===== src/rtl/nor_multi_ctrl_pkg.sv =====
`default_nettype none
// ============================================================================
// Module  : nor_multi_ctrl_pkg
// Brief   : Shared FSM encodings, default NOR timing and helper functions
//           for the multi-device parallel NOR controller and its users.
// Revision: 1.0 - initial release
// ============================================================================
`ifndef NOR_CLOG2
`define NOR_CLOG2(x) ($clog2(x))
`endif

package nor_multi_ctrl_pkg;

  // Controller state encoding (kept as plain constants for legacy users)
  localparam logic [2:0] ST_IDLE    = 3'd0;
  localparam logic [2:0] ST_WAIT_RY = 3'd1;
  localparam logic [2:0] ST_SETUP   = 3'd2;
  localparam logic [2:0] ST_ACCESS  = 3'd3;
  localparam logic [2:0] ST_HOLD    = 3'd4;
  localparam logic [2:0] ST_RACK    = 3'd5;
  localparam logic [2:0] ST_ERR     = 3'd6;

  // Default geometry and timing, shared with the QSPI control FSM
  localparam int NOR_ADDRBITS_DEF = 26;
  localparam int NOR_DATABITS_DEF = 16;
  localparam int NOR_NCHIPS_DEF   = 4;
  localparam int NOR_TSETUP_DEF   = 2;
  localparam int NOR_TRD_DEF      = 8;
  localparam int NOR_TWP_DEF      = 4;
  localparam int NOR_THOLD_DEF    = 2;
  localparam int NOR_TOBITS_DEF   = 20;

  // Largest of the four phase lengths; sizes the shared phase counter
  function automatic int nor_max4(input int a, input int b, input int c, input int d);
    int m;
    m = a;
    if (b > m) m = b;
    if (c > m) m = c;
    if (d > m) m = d;
    return m;
  endfunction

  // Chip-select field width; never narrower than one bit
  function automatic int nor_csbits(input int n);
    return (n > 1) ? `NOR_CLOG2(n) : 1;
  endfunction

endpackage
`default_nettype wire


===== src/rtl/nor_multi_ctrl_if.sv =====
`default_nettype none
// ============================================================================
// Module  : nor_multi_ctrl_if
// Brief   : Pipelined wishbone slave port of the NOR controller. Signal
//           suffixes are written from the controller's point of view.
// Revision: 1.0 - initial release
// ============================================================================
interface nor_multi_ctrl_if #(
  parameter int AW = 28,
  parameter int DW = 16
);
  logic          wb_cyc_i;
  logic          wb_stb_i;
  logic          wb_we_i;
  logic [AW-1:0] wb_adr_i;
  logic [DW-1:0] wb_dat_i;
  logic [DW-1:0] wb_dat_o;
  logic          wb_ack_o;
  logic          wb_err_o;
  logic          wb_stall_o;

  modport master (
    output wb_cyc_i, wb_stb_i, wb_we_i, wb_adr_i, wb_dat_i,
    input  wb_dat_o, wb_ack_o, wb_err_o, wb_stall_o
  );

  modport slave (
    input  wb_cyc_i, wb_stb_i, wb_we_i, wb_adr_i, wb_dat_i,
    output wb_dat_o, wb_ack_o, wb_err_o, wb_stall_o
  );
endinterface
`default_nettype wire


===== src/rtl/nor_ry_sync.sv =====
`default_nettype none
// ============================================================================
// Module  : nor_ry_sync
// Brief   : NCHIPS-wide two-flop synchroniser for the asynchronous RY/BY#
//           pins. Resets to "ready" so no device looks busy out of reset.
// Revision: 1.0 - initial release
// ============================================================================
module nor_ry_sync #(
  parameter int NCHIPS = 4
) (
  input  wire logic              clk_i,
  input  wire logic              reset_i,
  input  wire logic [NCHIPS-1:0] ry_i,
  output logic      [NCHIPS-1:0] ry_sync_o
);

  logic [NCHIPS-1:0] meta_q;
  logic [NCHIPS-1:0] sync_q;

  // Two register stages per bit to resolve metastability
  always_ff @(posedge clk_i) begin
    if (reset_i) begin
      meta_q <= '1;
      sync_q <= '1;
    end else begin
      meta_q <= ry_i;
      sync_q <= meta_q;
    end
  end

  assign ry_sync_o = sync_q;

endmodule
`default_nettype wire


===== src/rtl/nor_multi_ctrl.sv =====
`default_nettype none
// ============================================================================
// Module  : nor_multi_ctrl
// Brief   : Multi-device parallel NOR controller. Upper wishbone address bits
//           select one of NCHIPS chip-enables; address, data, WE# and OE# are
//           shared. Phase timing is programmable and busy devices are waited
//           on with a timeout that reports a wishbone error.
// Revision: 1.0 - initial release
// ============================================================================
`ifndef NOR_CLOG2
`define NOR_CLOG2(x) ($clog2(x))
`endif

module nor_multi_ctrl
  import nor_multi_ctrl_pkg::*;
#(
  parameter int ADDRBITS = NOR_ADDRBITS_DEF,
  parameter int DATABITS = NOR_DATABITS_DEF,
  parameter int NCHIPS   = NOR_NCHIPS_DEF,
  parameter int TSETUP   = NOR_TSETUP_DEF,
  parameter int TRD      = NOR_TRD_DEF,
  parameter int TWP      = NOR_TWP_DEF,
  parameter int THOLD    = NOR_THOLD_DEF,
  parameter int TOBITS   = NOR_TOBITS_DEF
) (
  input  wire logic                clk_i,
  input  wire logic                reset_i,
  nor_multi_ctrl_if.slave          wb,
  input  wire logic [NCHIPS-1:0]   nor_ry_i,
  input  wire logic [DATABITS-1:0] nor_data_i,
  output logic      [DATABITS-1:0] nor_data_o,
  output logic      [ADDRBITS-1:0] nor_addr_o,
  output logic      [NCHIPS-1:0]   nor_ce_o,
  output logic                     nor_we_o,
  output logic                     nor_oe_o,
  output logic                     nor_data_oe,
  output logic                     busy_o
);

  localparam int CSBITS = nor_csbits(NCHIPS);
  localparam int CSPAD  = 1 << CSBITS;
  localparam int CNTW   = `NOR_CLOG2(nor_max4(TSETUP, TRD, TWP, THOLD) + 1);

  // --------------------------------------------------------------------------
  // Declarations
  // --------------------------------------------------------------------------
  logic [NCHIPS-1:0]   w_ry_sync;
  logic [CSPAD-1:0]    w_ry_pad;
  logic [CSPAD-1:0]    w_legal_vec;
  logic [CSBITS-1:0]   w_idx;
  logic                w_stall;
  logic                w_req;
  logic                w_illegal;
  logic                w_active;
  logic [TOBITS-1:0]   w_to_inc;

  logic [2:0]          state_q, state_d;
  logic [CNTW-1:0]     cnt_q, cnt_d;
  logic [TOBITS-1:0]   to_q, to_d;
  logic                abort_q, abort_d;
  logic [ADDRBITS-1:0] adr_q, adr_d;
  logic [DATABITS-1:0] dat_q, dat_d;
  logic                we_q, we_d;
  logic [CSBITS-1:0]   idx_q, idx_d;
  logic [DATABITS-1:0] rdat_q, rdat_d;

  logic [NCHIPS-1:0]   ce_q, ce_d;
  logic                we_n_q, we_n_d;
  logic                oe_n_q, oe_n_d;
  logic                doe_q, doe_d;
  logic [ADDRBITS-1:0] addr_q, addr_d;
  logic [DATABITS-1:0] dout_q, dout_d;
  logic                ack_q, ack_d;
  logic                err_q, err_d;
  logic                busy_q;

  // --------------------------------------------------------------------------
  // RY/BY# synchroniser
  // --------------------------------------------------------------------------
  nor_ry_sync #(.NCHIPS(NCHIPS)) u_ry_sync (
    .clk_i     (clk_i),
    .reset_i   (reset_i),
    .ry_i      (nor_ry_i),
    .ry_sync_o (w_ry_sync)
  );

  // Request decode; stall also covers reset so nothing is accepted then
  assign w_stall = reset_i | (state_q != ST_IDLE);
  assign w_req   = wb.wb_cyc_i & wb.wb_stb_i & ~w_stall;
  assign w_idx   = wb.wb_adr_i[CSBITS+ADDRBITS-1 -: CSBITS];

  // Pad per-chip vectors to the full index range so unused indices read 0
  always_comb begin
    w_ry_pad               = '0;
    w_ry_pad[NCHIPS-1:0]   = w_ry_sync;
    w_legal_vec            = '0;
    for (int i = 0; i < CSPAD; i++) begin
      w_legal_vec[i] = (i < NCHIPS);
    end
  end

  // --------------------------------------------------------------------------
  // Next-state logic: FSM, shared phase counter, timeout and latches
  // --------------------------------------------------------------------------
  always_comb begin
    state_d   = state_q;
    cnt_d     = cnt_q;
    to_d      = to_q;
    abort_d   = abort_q;
    adr_d     = adr_q;
    dat_d     = dat_q;
    we_d      = we_q;
    idx_d     = idx_q;
    rdat_d    = rdat_q;
    w_illegal = 1'b0;
    w_to_inc  = to_q + TOBITS'(1);

    case (state_q)
      ST_IDLE: begin
        if (w_req) begin
          adr_d = wb.wb_adr_i[ADDRBITS-1:0];
          dat_d = wb.wb_dat_i;
          we_d  = wb.wb_we_i;
          idx_d = w_idx;
          if (w_legal_vec[w_idx]) begin
            state_d = ST_WAIT_RY;
            to_d    = '0;
            abort_d = 1'b0;
          end else begin
            // Nonexistent device: answer with an error, pins stay idle
            w_illegal = 1'b1;
          end
        end
      end

      ST_WAIT_RY: begin
        if (!wb.wb_cyc_i) begin
          state_d = ST_IDLE;
        end else if (w_ry_pad[idx_q]) begin
          state_d = ST_SETUP;
          cnt_d   = CNTW'(TSETUP - 1);
        end else begin
          to_d = w_to_inc;
          if (&w_to_inc) begin
            state_d = ST_ERR;
          end
        end
      end

      ST_SETUP: begin
        if (!wb.wb_cyc_i) begin
          state_d = ST_IDLE;
        end else if (cnt_q == '0) begin
          state_d = ST_ACCESS;
          cnt_d   = we_q ? CNTW'(TWP - 1) : CNTW'(TRD - 1);
        end else begin
          cnt_d = cnt_q - CNTW'(1);
        end
      end

      ST_ACCESS: begin
        // Once OE#/WE# has fallen the pulse is always completed
        if (!wb.wb_cyc_i) begin
          abort_d = 1'b1;
        end
        if (cnt_q == '0) begin
          if (we_q) begin
            state_d = ST_HOLD;
            cnt_d   = CNTW'(THOLD - 1);
          end else begin
            state_d = ST_RACK;
            rdat_d  = nor_data_i;
          end
        end else begin
          cnt_d = cnt_q - CNTW'(1);
        end
      end

      ST_HOLD: begin
        if (!wb.wb_cyc_i) begin
          abort_d = 1'b1;
        end
        if (cnt_q == '0) begin
          state_d = ST_RACK;
        end else begin
          cnt_d = cnt_q - CNTW'(1);
        end
      end

      ST_RACK: state_d = ST_IDLE;
      ST_ERR:  state_d = ST_IDLE;
      default: state_d = ST_IDLE;
    endcase
  end

  // Pin values derived from the next state so every pin is a clean flop
  always_comb begin
    w_active = (state_d == ST_SETUP) || (state_d == ST_ACCESS) || (state_d == ST_HOLD);
    ce_d     = '1;
    for (int i = 0; i < NCHIPS; i++) begin
      if (w_active && (idx_d == CSBITS'(i))) begin
        ce_d[i] = 1'b0;
      end
    end
    oe_n_d = ~((state_d == ST_ACCESS) && !we_d);
    we_n_d = ~((state_d == ST_ACCESS) && we_d);
    doe_d  = w_active && we_d;
    addr_d = w_active ? adr_d : addr_q;
    dout_d = (w_active && we_d) ? dat_d : dout_q;
    ack_d  = (state_d == ST_RACK) && !abort_d;
    err_d  = (state_d == ST_ERR) || w_illegal;
  end

  // --------------------------------------------------------------------------
  // State, counter and latch registers
  // --------------------------------------------------------------------------
  always_ff @(posedge clk_i) begin
    if (reset_i) begin
      state_q <= ST_IDLE;
      cnt_q   <= '0;
      to_q    <= '0;
      abort_q <= 1'b0;
      adr_q   <= '0;
      dat_q   <= '0;
      we_q    <= 1'b0;
      idx_q   <= '0;
      rdat_q  <= '0;
    end else begin
      state_q <= state_d;
      cnt_q   <= cnt_d;
      to_q    <= to_d;
      abort_q <= abort_d;
      adr_q   <= adr_d;
      dat_q   <= dat_d;
      we_q    <= we_d;
      idx_q   <= idx_d;
      rdat_q  <= rdat_d;
    end
  end

  // Output pin and bus response registers
  always_ff @(posedge clk_i) begin
    if (reset_i) begin
      ce_q   <= '1;
      we_n_q <= 1'b1;
      oe_n_q <= 1'b1;
      doe_q  <= 1'b0;
      addr_q <= '0;
      dout_q <= '0;
      ack_q  <= 1'b0;
      err_q  <= 1'b0;
      busy_q <= 1'b0;
    end else begin
      ce_q   <= ce_d;
      we_n_q <= we_n_d;
      oe_n_q <= oe_n_d;
      doe_q  <= doe_d;
      addr_q <= addr_d;
      dout_q <= dout_d;
      ack_q  <= ack_d;
      err_q  <= err_d;
      busy_q <= |(~w_ry_sync);
    end
  end

  assign nor_ce_o      = ce_q;
  assign nor_we_o      = we_n_q;
  assign nor_oe_o      = oe_n_q;
  assign nor_data_oe   = doe_q;
  assign nor_addr_o    = addr_q;
  assign nor_data_o    = dout_q;
  assign busy_o        = busy_q;
  assign wb.wb_dat_o   = rdat_q;
  assign wb.wb_ack_o   = ack_q;
  assign wb.wb_err_o   = err_q;
  assign wb.wb_stall_o = w_stall;

endmodule
`default_nettype wire


===== src/flat_wrapper.sv =====
// flat-port wrapper written by rule: the top's interface ports become plain ports
module nor_multi_ctrl_flat import nor_multi_ctrl_pkg::*;
#(
  parameter int ADDRBITS = NOR_ADDRBITS_DEF,
  parameter int DATABITS = NOR_DATABITS_DEF,
  parameter int NCHIPS   = NOR_NCHIPS_DEF,
  parameter int TSETUP   = NOR_TSETUP_DEF,
  parameter int TRD      = NOR_TRD_DEF,
  parameter int TWP      = NOR_TWP_DEF,
  parameter int THOLD    = NOR_THOLD_DEF,
  parameter int TOBITS   = NOR_TOBITS_DEF
)
  (clk_i, reset_i, nor_ry_i, nor_data_i, nor_data_o, nor_addr_o, nor_ce_o, nor_we_o, nor_oe_o, nor_data_oe, busy_o, wb_wb_cyc_i, wb_wb_stb_i, wb_wb_we_i, wb_wb_adr_i, wb_wb_dat_i, wb_wb_dat_o, wb_wb_ack_o, wb_wb_err_o, wb_wb_stall_o);
  nor_multi_ctrl_if #(.AW(((2) + (26))), .DW((16))) wb_i ();
  input  wire logic clk_i;
  input  wire logic reset_i;
  input  wire logic [NCHIPS-1:0] nor_ry_i;
  input  wire logic [DATABITS-1:0] nor_data_i;
  output logic      [DATABITS-1:0] nor_data_o;
  output logic      [ADDRBITS-1:0] nor_addr_o;
  output logic      [NCHIPS-1:0] nor_ce_o;
  output logic nor_we_o;
  output logic nor_oe_o;
  output logic nor_data_oe;
  output logic busy_o;
  input wire logic [$bits(wb_i.wb_cyc_i)-1:0] wb_wb_cyc_i;
  input wire logic [$bits(wb_i.wb_stb_i)-1:0] wb_wb_stb_i;
  input wire logic [$bits(wb_i.wb_we_i)-1:0] wb_wb_we_i;
  input wire logic [$bits(wb_i.wb_adr_i)-1:0] wb_wb_adr_i;
  input wire logic [$bits(wb_i.wb_dat_i)-1:0] wb_wb_dat_i;
  output wire logic [$bits(wb_i.wb_dat_o)-1:0] wb_wb_dat_o;
  output wire logic [$bits(wb_i.wb_ack_o)-1:0] wb_wb_ack_o;
  output wire logic [$bits(wb_i.wb_err_o)-1:0] wb_wb_err_o;
  output wire logic [$bits(wb_i.wb_stall_o)-1:0] wb_wb_stall_o;
  assign wb_i.wb_cyc_i = wb_wb_cyc_i;
  assign wb_i.wb_stb_i = wb_wb_stb_i;
  assign wb_i.wb_we_i = wb_wb_we_i;
  assign wb_i.wb_adr_i = wb_wb_adr_i;
  assign wb_i.wb_dat_i = wb_wb_dat_i;
  assign wb_wb_dat_o = wb_i.wb_dat_o;
  assign wb_wb_ack_o = wb_i.wb_ack_o;
  assign wb_wb_err_o = wb_i.wb_err_o;
  assign wb_wb_stall_o = wb_i.wb_stall_o;
  nor_multi_ctrl #(.ADDRBITS(ADDRBITS), .DATABITS(DATABITS), .NCHIPS(NCHIPS), .TSETUP(TSETUP), .TRD(TRD), .TWP(TWP), .THOLD(THOLD), .TOBITS(TOBITS)) u_core (.clk_i(clk_i), .reset_i(reset_i), .wb(wb_i), .nor_ry_i(nor_ry_i), .nor_data_i(nor_data_i), .nor_data_o(nor_data_o), .nor_addr_o(nor_addr_o), .nor_ce_o(nor_ce_o), .nor_we_o(nor_we_o), .nor_oe_o(nor_oe_o), .nor_data_oe(nor_data_oe), .busy_o(busy_o));
endmodule

===== config.mk =====
export PLATFORM = sky130hd
export DESIGN_NAME = nor_multi_ctrl_flat
export DESIGN_NICKNAME = d
export VERILOG_FILES = /design/src/rtl/nor_multi_ctrl_pkg.sv /design/src/rtl/nor_multi_ctrl_if.sv /design/src/rtl/nor_ry_sync.sv /design/src/rtl/nor_multi_ctrl.sv /design/src/flat_wrapper.sv
export SDC_FILE = /design/constraint.sdc
export NUM_CORES = 1
export LEC_CHECK = 0
export ABC_CLOCK_PERIOD_IN_PS = 3300
export CAP_MARGIN = 25
export CORE_AREA = 2 2 123 125
export CTS_CLUSTER_SIZE = 30
export DETAILED_ROUTE_END_ITERATION = 10
export DIE_AREA = 0 0 125 127
export PLACE_DENSITY = 0.68
export SLEW_MARGIN = 20
export SYNTH_ARGS = -nofsm -noshare
export SYNTH_HDL_FRONTEND = slang
export SYNTH_SLANG_ARGS = --single-unit

===== constraint.sdc =====
create_clock -name clk_i -period 3.3 [get_ports clk_i]
set_clock_uncertainty 0.2 [all_clocks]
set_input_delay 0.33 -clock clk_i [delete_from_list [all_inputs] [get_ports clk_i]]
set_output_delay 0.33 -clock clk_i [all_outputs]
set_load 0.05 [all_outputs]

After elaboration in Yosys (flattened, before gate mapping)
Cells that the tools add are included.
- bits in registers: 149
- output and inout port bits: 69
- $add $sub $neg: 2
- order comparisons: 2
- equality and inequality tests: 20
- multiplexer cells: 48
- bitwise logic cells: 8
- reductions and logical operators: 25
- operator list (operator ; count):
    20-bit two-way mux ; 4
    26-bit two-way mux ; 2
    20-bit case mux with 2 select lines ; 1
    16-bit two-way mux ; 2
    3-bit two-way mux ; 10
    4-bit two-way mux ; 7
    20-bit by 1-bit adder with 20-bit output (second input constant) ; 1
    20-bit AND reduction ; 1
    4-bit case mux with 4 select lines ; 1
    1-bit two-way mux ; 15
    3-bit case mux with 5 select lines ; 1
    3-bit by 2-bit equality test with 1-bit output (second input constant) ; 4
    3-bit equality test (second input constant) ; 4
    1-bit logical AND ; 8
    2-bit inequality test (second input constant) ; 4
    2-bit by 3-bit < comparator with 1-bit output (second input constant) ; 2
    2-bit by 1-bit inequality test with 1-bit output (second input constant) ; 3
    6-bit AND reduction ; 1
    5-bit AND reduction ; 1
    1-bit binary-select mux with 2-bit select ; 2
    2-bit equality test (second input constant) ; 2
    4-bit zero test ; 1
    2-bit two-way mux ; 2
    1-bit inverter ; 4
    18 further kinds ; 22

Logic depth before layout (Yosys ltp)
- depth in word-level cells: 11
- depth in mapped cells: 10
- depth with buffers taken out: 8

Modules after synthesis
A second synthesis with hierarchy kept.
- cell total of the unflattened synthesis: 698
- area total of the unflattened synthesis: 6169.7 um^2
- by module, submodules not included (module ; times used ; cells each ; area each (um^2)):
    nor_multi_ctrl ; 1 ; 682 ; 5959.5
    nor_ry_sync ; 1 ; 16 ; 210.2

Worst setup path before layout
Ideal clock, no wire load.
- path kind: register to register
- start point: reg u_core.to_q[1]
- end point: reg u_core.err_q (netlist: u_core.wb.wb_err_o)
- setup time: 73 ps
- arrival: 2251 ps
- slack: 775 ps
- cell stages (with the launch flop): 9
- buffers on the path: 1
- clock period less this slack: 2525 ps
- cell sequence: dfxtp_1 -> ha_1 -> buf_2 -> nand3_1 -> nor3_2 -> xnor2_1 -> or3_1 -> or4_1 -> nor3_2
- longest elaborated chain between the ends: 8
- ends and longest elaborated chain (what ; RTL line ; text):
    from (decl) ; nor_multi_ctrl.sv:59 ; logic [TOBITS-1:0] to_q, to_d;
    from (signal assigned) ; nor_multi_ctrl.sv:231 ; to_q <= to_d;
    20-bit by 1-bit adder with 20-bit output ; nor_multi_ctrl.sv:116 ; w_to_inc = to_q + TOBITS'(1);
    20-bit AND reduction ; nor_multi_ctrl.sv:144 ; if (&w_to_inc) begin
    3-bit two-way mux ; nor_multi_ctrl.sv:144 ;
    3-bit two-way mux ; nor_multi_ctrl.sv:139 ; end else if (w_ry_pad[idx_q]) begin
    3-bit two-way mux ; nor_multi_ctrl.sv:137 ; if (!wb.wb_cyc_i) begin
    3-bit case mux with 5 select lines ; nor_multi_ctrl.sv:118 ; case (state_q)
    3-bit equality test ; nor_multi_ctrl.sv:211 ; err_d = (state_d == ST_ERR) || w_illegal;
    1-bit logical OR ; nor_multi_ctrl.sv:211 ;
    to (signal assigned) ; nor_multi_ctrl.sv:261 ; err_q <= err_d;
    to (decl) ; nor_multi_ctrl.sv:74 ; logic err_q, err_d;
No other way between the ends.
A chain may end at the register's enable or synchronous reset.

Final worst setup path
- start point: reg u_core.state_q[1]
- end point: out wb_wb_stall_o
- longest elaborated chain between the ends: 2
- ends and longest elaborated chain (what ; RTL line ; text):
    from (decl) ; nor_multi_ctrl.sv:57 ; logic [2:0] state_q, state_d;
    from (signal assigned) ; nor_multi_ctrl.sv:229 ; state_q <= state_d;
    3-bit nonzero test ; nor_multi_ctrl.sv:88 ; assign w_stall = reset_i | (state_q != ST_IDLE);
    1-bit bitwise OR ; nor_multi_ctrl.sv:88 ;
    to (decl) ; flat_wrapper.sv:34 ; output wire logic [$bits(wb_i.wb_stall_o)-1:0] wb_wb_stall_o;
No other way between the ends.

==> results.md <==
* Ports at roughly 140
* Worst Hold Depth at 1
* Crit path cell chain: nor4_1 > inv_1 > clkdlybuf4s50_1
* Die Width at about 130 um
* Slowest cell on crit path: clkdlybuf4s50_1
* Static leakage at 0.00288 uW
* Root Driver: clkbuf_16
* Fmax at 358 MHz
* Clock share of power at 0.500
* Max transition margin at 0.411
* Max Root-Sink Buffers at 2
* Post-CTS setup buffer count at 0
* Layout Nets at about 900
* Die Span Y at 127 um
* Layout filler cell count at 1287
* Max Cap Viol at 0
* Sequential Power Share at 0.440
* Synth area leader: dfxtp_1
* DR WL/cell at 15.0 um
* Clock transition at path regs at 0.06 ns
* Area occupied by multi-input gates at 0.00274 mm2
* Final critical-path share of the clock period at 0.847
* Switching component of the power at 883 uW
* P per Cell Area at 517 mW/mm2
* DRT iter0 DRCs at 331
* Hold Vio Cnt, Final at 0
* P_int at 3300 uW
* Initial antenna violation count at 0
* Synth cell types at 52
* Post-CTS Resized at 0
* Synthesized area at 0.00595 mm2
* Crit path max fanout at 13
* Overflow after GRT at 0
* Syn nets at 788
* Setup crit end kind: output pin
* Dpl ws at about 0.5 ns
* CTS Buf Count at 17
* Final ANT Viol Nets at 0
* Ys flop type: dfxtp_1
* Register area at 0.00298 mm2
* Fin area at 0.00808 mm2
* CTS tree: done
* # setup viols final at 0
* Clock latency on the worst-skew pair at 0.42 ns
* WHS at between 0.2 and 0.25 ns
* Number of remaining DRC errors at 0
* Max Transition Viols Final at 0
* Hold_buf cts at 0
* Initial core utilization at 0.413
* Antenna diode instance count at 0
* H-tree levels at 4
* GRT Total Usage at 0.195
* Crit path kind: register to output pin
* Post-DP HPWL at 10.4 mm
* Count leader, synth: nand2_1
* Overall die area at 0.0159 mm2
* Combinational share of power at 0.060
* RSZ-0062 raised after global routing: false
* Worst hold path type: register to register
* Final GP Congestion at 0.839
* DR pass1 iterations at 4
* Switching share of power at 0.211
* Largest stage delay, worst path at between 0.7 and 0.8 ns
* Cells after synthesis at 716
* Vias per cell at ~5.3
* Sequential area share after synthesis at 0.501
* Minimum clock period at 2.79 ns
* Largest net degree at the start of global routing at 83
* TNS Setup at 0 ns
* Vias in the first global route at between 5000 and 6000
* Via Count at 5449
* Area share of the largest cell type after synthesis at 0.501
* Outcome: finished, final reports clean
* Row count at 44
* Area growth, synth to finish at 35.8%
* Async set-reset flop share out of synthesis at 0
* WL final at around 15 mm
* Largest cells by area after synthesis: dfxtp_1, nand2_1, a21oi_1, nand3_1, nor2_1
* Worst-Margin Slew at between 0.8 and 0.9 ns
* First-pass GRT wire length at 25.3 mm
* Most frequent cells after synthesis: nand2_1, dfxtp_1, a21oi_1
* Syn_area_per_cell at 8.31 um2
* Syn. warnings at 0
* Core area at 0.0144 mm2
* Placement Cell Area at 0.00743 mm2
* WP data arrival at 2.26 ns
* Number of enable flip-flop cells after synthesis at 0
* Worst reg2reg path depth at 7
* CP Launch Type: register
* Worst EP required at between 2 and 3 ns
* Fin util at 0.560
* Port bufs at 137
* Synth Register Bits at ~150
* Maximum vdd drop at 0.366 mV
* Share of cells above drive strength 1 at 0.0794
* Clock sink count at 149
* PnR worst setup slack at 0.506 ns
==> final cells by class <==
class,instances,share of cell area
clock buffers,22,0.0599
clock inverters,10,0.0206
well taps,184,0.0285
inverters,7,0.00325
multi-input cells,507,0.338
flip-flops and latches,149,0.369
repair buffers,149,0.180
==> power by group through the flow <==
stage	Combinational, uW	Clock (uW)	Sequential [uW]
after floorplan	112	0	1890
after global placement	244	0	1880
after detailed placement	249	0	1880
after CTS	250	2130	1840
after global routing	270	2210	1840
final	249	2090	1840
==> layer usage <==
metal	track usage	part of all wire
met1	0.230	0.43
met2	0.323	0.47
met3	0.0657	0.073
met4	0.0908	0.026
met5	0	0
==> worst paths after layout <==
path,startpoint,slack (ns),end
worst min register to register,u_core.u_ry_sync.meta_q[0],0.22,u_core.u_ry_sync.ry_sync_o[0]
worst max register to register,u_core.to_q[1],0.51,u_core.wb.wb_err_o
worst min-delay path,u_core.u_ry_sync.meta_q[0],0.22,u_core.u_ry_sync.ry_sync_o[0]
worst max-delay path,u_core.state_q[1],0.51,wb_wb_stall_o
==> flip-flops by register name (all words and copies together), names as in the netlist, 2 cells and up <==
| register | count |
|---|---|
| u_core.state_q | 3 |
| u_core.adr_q | 26 |
| u_core.cnt_q | 4 |
| u_core.dat_q | 16 |
| u_core.nor_data_o | 16 |
| u_core.wb.wb_dat_o | 16 |
| u_core.u_ry_sync.ry_sync_o | 4 |
| u_core.u_ry_sync.meta_q | 4 |
| u_core.nor_addr_o | 26 |
| u_core.to_q | 20 |
| u_core.idx_q | 2 |
| u_core.nor_ce_o | 4 |
==> cells by family (layout without fill, tap and decap cells) <==
family,count (synthesis),in the layout,share of synthesized area
buffers and inverters,60,188,0.0404
AND/OR/NAND/NOR,347,347,0.280
XOR/XNOR,8,8,0.0118
AO/OA/AOI/OAI,130,130,0.126
adder cells (fa/ha/maj),3,3,0.00631
multiplexers,19,19,0.0343
flip-flops,149,149,0.501
==> through the flow <==
step,total power (uW),instances
after global routing,4320,1028
after detailed placement,2130,996
after floorplan,2000,716
final,4180,1028
after CTS,4220,1028
after global placement,2120,996
==> placed cells by master (no fill, tap or decap), types with 6 or more instances in the layout <==
master           Yosys  layout
a21oi_1             71      71
xnor2_1              6       6
nor3_1              14      14
buf_4                0      13
inv_1                7       7
clkdlybuf4s50_1      0     136
or2_2                9       9
o21ai_0             20      20
or4_1                7       7
dfxtp_1            149     149
nor3b_1              6       6
nand3b_1             9       9
mux2i_1             17      17
clkbuf_16            0      17
nor2_1              52      51
nand3_1             52      52
or3_1                6       6
nand2_1            161     161
o31ai_1             17      17
==> critical path: cells and delay by family (launching register included) <==
family | cells | cell delay (ns)
buffers and inverters | 2 | 0.80
and+or+nand+nor | 1 | 0.62
DFF | 1 | 0.43
Power figures use the tool's default switching activity.
